<file path="src/rtl/fetch_queue.sv">
// Instruction-fetch front end: sequential PC generation, memory handshake
// absorption and a DEPTH-entry {pc, inst} queue feeding decode.
module fetch_queue #(
    parameter int                XLEN     = 32,
    parameter int                DEPTH    = 4,
    parameter logic [XLEN-1:0]   RESET_PC = '0,
    parameter logic [XLEN-1:0]   NOP_INST = 32'h0000_0013
) (
    input  logic                     clk,
    input  logic                     rst,
    output logic [XLEN-1:0]          iaddr,
    output logic                     ireq,
    input  logic [XLEN-1:0]          idata,
    input  logic                     iready_n,
    input  logic                     redirect_valid,
    input  logic [XLEN-1:0]          redirect_pc,
    input  logic                     deq_ready,
    output logic                     deq_valid,
    output logic [XLEN-1:0]          deq_inst,
    output logic [XLEN-1:0]          deq_pc,
    output logic [XLEN-1:0]          deq_pcp4,
    output logic [4:0]               deq_rs1,
    output logic [4:0]               deq_rs2,
    output logic [$clog2(DEPTH):0]   count
);
    localparam int PW = $clog2(DEPTH);
    localparam int CW = PW + 1;

    // Handshakes: a word is taken from memory when ireq && !iready_n, and an
    // entry leaves to decode when deq_valid && deq_ready; redirect_valid
    // suppresses both and flushes, rst overrides everything.

    logic [XLEN-1:0] mem_pc   [DEPTH];
    logic [XLEN-1:0] mem_inst [DEPTH];
    logic [PW-1:0]   wr_ptr;
    logic [PW-1:0]   rd_ptr;
    logic [XLEN-1:0] fetch_pc;
    logic [XLEN-1:0] held_pc;
    logic            push;
    logic            pop;

    assign iaddr     = fetch_pc;
    assign ireq      = !rst && (count != CW'(DEPTH));
    assign deq_valid = (count != '0);
    assign push      = ireq && !iready_n && !redirect_valid;
    assign pop       = deq_valid && deq_ready && !redirect_valid;

    // When empty, the PC keeps showing whatever head was last presented.
    assign deq_pc    = deq_valid ? mem_pc[rd_ptr] : held_pc;
    assign deq_inst  = deq_valid ? mem_inst[rd_ptr] : NOP_INST;
    assign deq_pcp4  = deq_pc + XLEN'(4);
    assign deq_rs1   = deq_inst[19:15];
    assign deq_rs2   = deq_inst[24:20];

    always_ff @(posedge clk) begin
        if (push) begin
            mem_pc[wr_ptr]   <= fetch_pc;
            mem_inst[wr_ptr] <= idata;
        end
    end

    always_ff @(posedge clk) begin
        if (rst) begin
            fetch_pc <= RESET_PC;
            wr_ptr   <= '0;
            rd_ptr   <= '0;
            count    <= '0;
            held_pc  <= '0;
        end else if (redirect_valid) begin
            fetch_pc <= redirect_pc;
            wr_ptr   <= '0;
            rd_ptr   <= '0;
            count    <= '0;
            held_pc  <= deq_pc;
        end else begin
            held_pc <= deq_pc;
            if (push) begin
                wr_ptr   <= wr_ptr + PW'(1);
                fetch_pc <= fetch_pc + XLEN'(4);
            end
            if (pop) begin
                rd_ptr <= rd_ptr + PW'(1);
            end
            case ({push, pop})
                2'b10:   count <= count + CW'(1);
                2'b01:   count <= count - CW'(1);
                default: count <= count;
            endcase
        end
    end
endmodule

</file>
<file path="config.mk">
export PLATFORM = sky130hd
export DESIGN_NAME = fetch_queue
export DESIGN_NICKNAME = d
export VERILOG_FILES = /design/src/rtl/fetch_queue.sv
export SDC_FILE = /design/constraint.sdc
export NUM_CORES = 1
export LEC_CHECK = 0
export ABC_CLOCK_PERIOD_IN_PS = 3100
export CELL_PAD_IN_SITES_DETAIL_PLACEMENT = 0
export CELL_PAD_IN_SITES_GLOBAL_PLACEMENT = 1
export CORE_AREA = 2 2 217 262
export DETAILED_ROUTE_END_ITERATION = 8
export DIE_AREA = 0 0 219 264
export PLACE_DENSITY = 0.59
export SETUP_SLACK_MARGIN = 0.2
export SLEW_MARGIN = 15
export SYNTH_ARGS = -nofsm -noshare
export SYNTH_HDL_FRONTEND = slang
export SYNTH_SLANG_ARGS = --single-unit
</file>
<file path="constraint.sdc">
create_clock -name clk -period 3.1 [get_ports clk]
set_input_delay 0.62 -clock clk [delete_from_list [all_inputs] [get_ports clk]]
set_output_delay 0.62 -clock clk [all_outputs]
set_load 0.01 [all_outputs]
</file>
==> metrics.md <==
| Metric | Value |
|---|---|
| Routed Antenna Nets | 0 |
| Outcome | finished, violations left |
| Sw Pwr | 0.002143 W |
| Post-synth EDFFs | 256 |
| Initial core utilization | 0.2477 |
| Sequential share of the synthesized area | 0.6667 |
| Clock Sinks | 329 |
| Commonest cells after routing, fill and taps aside | edfxtp_1 (256), buf_6 (144), buf_4 (140) |
| Mapped Area | 13720 um2 |
| TritonCTS clock tree | done |
| Overall global routing resource usage | 0.1387 |
| P&R area growth vs syn | 52.25% |
| Die Span X | 219 um |
| Layout Nets | 1418 |
| RSZ-0062 raised after global routing | yes |
| Worst hold margin | 0.5024 ns |
| CP dominant cell by count | nand4_1 |
| Core area | 55390 um2 |
| Slew headroom | 0.3992 |
| First-iteration detailed-routing DRC count | 444 |
| # IOs | 212 |
| CP Data Arrival Time | 3.02 ns |
| Switching portion of total power | 0.2185 |
| Final min period | 3.642 ns |
| Root buffer cell | clkbuf_16 |
| Mapped Avg Cell Area | 15.35 um2 |
| Final core occ | 0.3772 |
| First-pass GRT wire length | 58960 um |
| Int Power | 0.007668 W |
| Die area | 57820 um2 |
| Area of the multi-input gates | 4783 um2 |
| Critical path buffer and inverter count | 5 |
| Max-cap violations | 0 |
| Primary FF master, synth | edfxtp_1 |
| CP max-delay cell | dfxtp_4 |
| Height of the die | 264 um |
| Post-synthesis cell type count | 49 |
| Syn Inst Count | 894 |
| Drt wl/cell | 19.49 um |
| CP Max Fanout | 7 |
| Levels on crit path | 11 |
| CTS max path bufs | 3 |
| Fillers | 5292 |
| GRT overflow | 0 |
| Hold Crit Class | reg -> reg |
| Asr flop ratio synth | 0 |
| Max Freq | 0.2745 GHz |
| Pin count of the biggest net entering global routing | 67 |
| Peak supply drop | 0.0002757 V |
| HPWL Detailed | 26810 um |
| Hold Path Stages | 2 |
| Pin slew with the least headroom to its limit | 0.9013 ns |
| Final worst path period share | 1.175 |
| Crit. End Element | output port |
| Static Leakage | 7.866 nW |
| Port bufs | 211 |
| Vias | 9032 |
| Failing checks | setup timing |
| Slew Viols, Final | 0 |
| Final WL | 40840 um |
| # rows | 95 |
| Final setup violation count | 82 |
| Slowest cell delay on critical path | 0.38 ns |
| Hold Vio Cnt, Final | 0 |
| Post-Route Skew | 0.01197 ns |
| PD cells | 469.6 nW/um2 |
| Cells on worst reg2reg path | 11 |
| Net Count, Synth | 971 |
| Dpl cells | 1911 |
| Vias in the first global route | 9322 |
| Gate power share | 0.073 |
| Cell chain of the critical path | buf_12, buf_16, mux4_2, nand4_1, a21oi_2, buf_4, and3_4, buf_6, nand4_1, xnor2_2, buf_2 |
| # hold bufs at CTS | 0 |
| Vias/cell | 4.309 |
| Crit Path Class | reg -> out |
| Required @ worst endpoint | 2.48 ns |
| Startpoint class of the critical path | flop |
| Setup ws final | -0.5423 ns |
| DRC Markers | 0 |
| FF+latch count, synth | 329 |
| Worst skew pair latency | 0.54 ns |
| Delay-heaviest family, CP | buffers and inverters |
| Initial antenna violation count | 0 |
| Layout cells sized above 1 | 0.4529 |
| Routability cong. | 0.7315 |
| Clock network fraction of total power | 0.430 |
| Storage cell area | 9163 um2 |
| Yosys warns | 0 |
| Antenna diodes | 0 |
| CTS clock-pin slew for the worst setup and hold paths | 0.06 ns |
| Most common cell after layout, fill and taps aside | edfxtp_1 |
| Htree depth | 2 |
| Fin cells | 2096 |
| CTS Buf Count | 36 |
| Reg power frac | 0.497 |
| TritonRoute pass-1 iters | 5 |
==> final timing paths <==
kind                    from           end  slack [ns]
setup / recovery        flop  deq_pcp4[26]       -0.54
hold / removal    held_pc[3]    held_pc[3]        0.50
setup reg to reg    count[2]      count[2]        0.45
hold reg to reg   held_pc[3]    held_pc[3]        0.50
==> synth_stat cells (2+ instances only) <==
master | number | share of area
o21a_1 | 4 | 0.0022
nand3_1 | 28 | 0.010
edfxtp_1 | 256 | 0.56
nand4_1 | 22 | 0.010
buf_12 | 2 | 0.0029
inv_1 | 34 | 0.0093
ha_1 | 7 | 0.0064
nor3b_1 | 2 | 0.0011
mux4_1 | 16 | 0.031
nor3_1 | 8 | 0.0029
clkbuf_1 | 17 | 0.0047
nor2_1 | 63 | 0.017
and2_1 | 36 | 0.016
a21boi_0 | 3 | 0.0016
buf_4 | 17 | 0.0093
mux4_2 | 48 | 0.079
buf_1 | 4 | 0.0011
a211oi_1 | 6 | 0.0033
buf_2 | 11 | 0.0040
dfxtp_1 | 73 | 0.11
or2_2 | 4 | 0.0018
o21ai_0 | 4 | 0.0015
nor4_1 | 4 | 0.0018
a21oi_1 | 23 | 0.0084
o21ai_1 | 3 | 0.0011
and3_1 | 11 | 0.0050
xnor2_1 | 38 | 0.024
nor2b_1 | 6 | 0.0027
nand2_1 | 71 | 0.019
xor2_1 | 19 | 0.012
mux2i_2 | 6 | 0.0060
a21oi_4 | 2 | 0.0024
mux2i_1 | 30 | 0.022
==> flip-flops by register name, indices dropped and copies added, names as in the netlist, named ones only <==
name,cells
iaddr,32
count,3
rd_ptr,2
held_pc,32
mem_pc,128
mem_inst,128
wr_ptr,2
==> cells by family after synthesis <==
family,after synthesis,share of synthesized area
flops,329,0.6667
fa+ha+maj,8,0.007841
buf+inv,88,0.03264
simple gates,265,0.09711
mux,100,0.1373
compound gates,47,0.02197
xor+xnor,57,0.03638
==> per-layer routing <==
metal	global-route usage	vias to the layer above	wire [um]
li1	-	4215	-
met1	0.1706	4551	16960
met2	0.2392	208	20640
met3	0.02890	58	2128
met4	0.04912	0	1115
met5	0	-	0
==> through the flow <==
step	power, W	setup WS (ns)	setup TNS [ns]	instance area (um2)
after floorplan	0.005196	0.1027	0	13800
after global placement	0.005594	-0.5047	-8.436	17650
after detailed placement	0.005602	-0.5110	-9.010	17650
after CTS	0.009898	-0.6105	-20.83	19820
after global routing	0.01019	-0.6456	-28.22	20890
final	0.009811	-0.5423	-19.04	20890
==> power by group through the flow <==
stage                     logic [W]  registers, W  clock network, W
after detailed placement   0.000628       0.00497                 0
after floorplan            0.000223       0.00497                 0
after global placement     0.000625       0.00497                 0
after CTS                  0.000660       0.00488           0.00436
after global routing       0.000771       0.00489           0.00453
final                      0.000716       0.00488           0.00421
==> layout make-up <==
cell class / instances / area share
clock inverter: 20 / 0.007666
clock buffer: 46 / 0.04785
timing repair buffer: 461 / 0.2254
sequential: 329 / 0.4386
inverter: 36 / 0.007966
tap: 727 / 0.04354
multi-input combinational: 477 / 0.2290
==> repair_timing <==
| action | in CTS | in global routing |
|---|---|---|
| cloned | 4 | 2 |
| pin swaps | 30 | 65 |
| setup buffers | 59 | 54 |
| gates resized for setup | 588 | 195 |
| endpoints found under the setup margin | 107 | 106 |
==> worst reg2reg max path, stage by stage (launching register included) <==
cell and delay, ns:
dfxtp_2 0.35, buf_4 0.11, buf_4 0.12, or3b_2 0.51, and3_1 0.21, inv_1 0.06
ha_1 0.17, inv_1 0.06, fa_1 0.37, xor2_1 0.16, or3_1 0.30, a21oi_1 0.15
(Power assumes the default switching activity.)
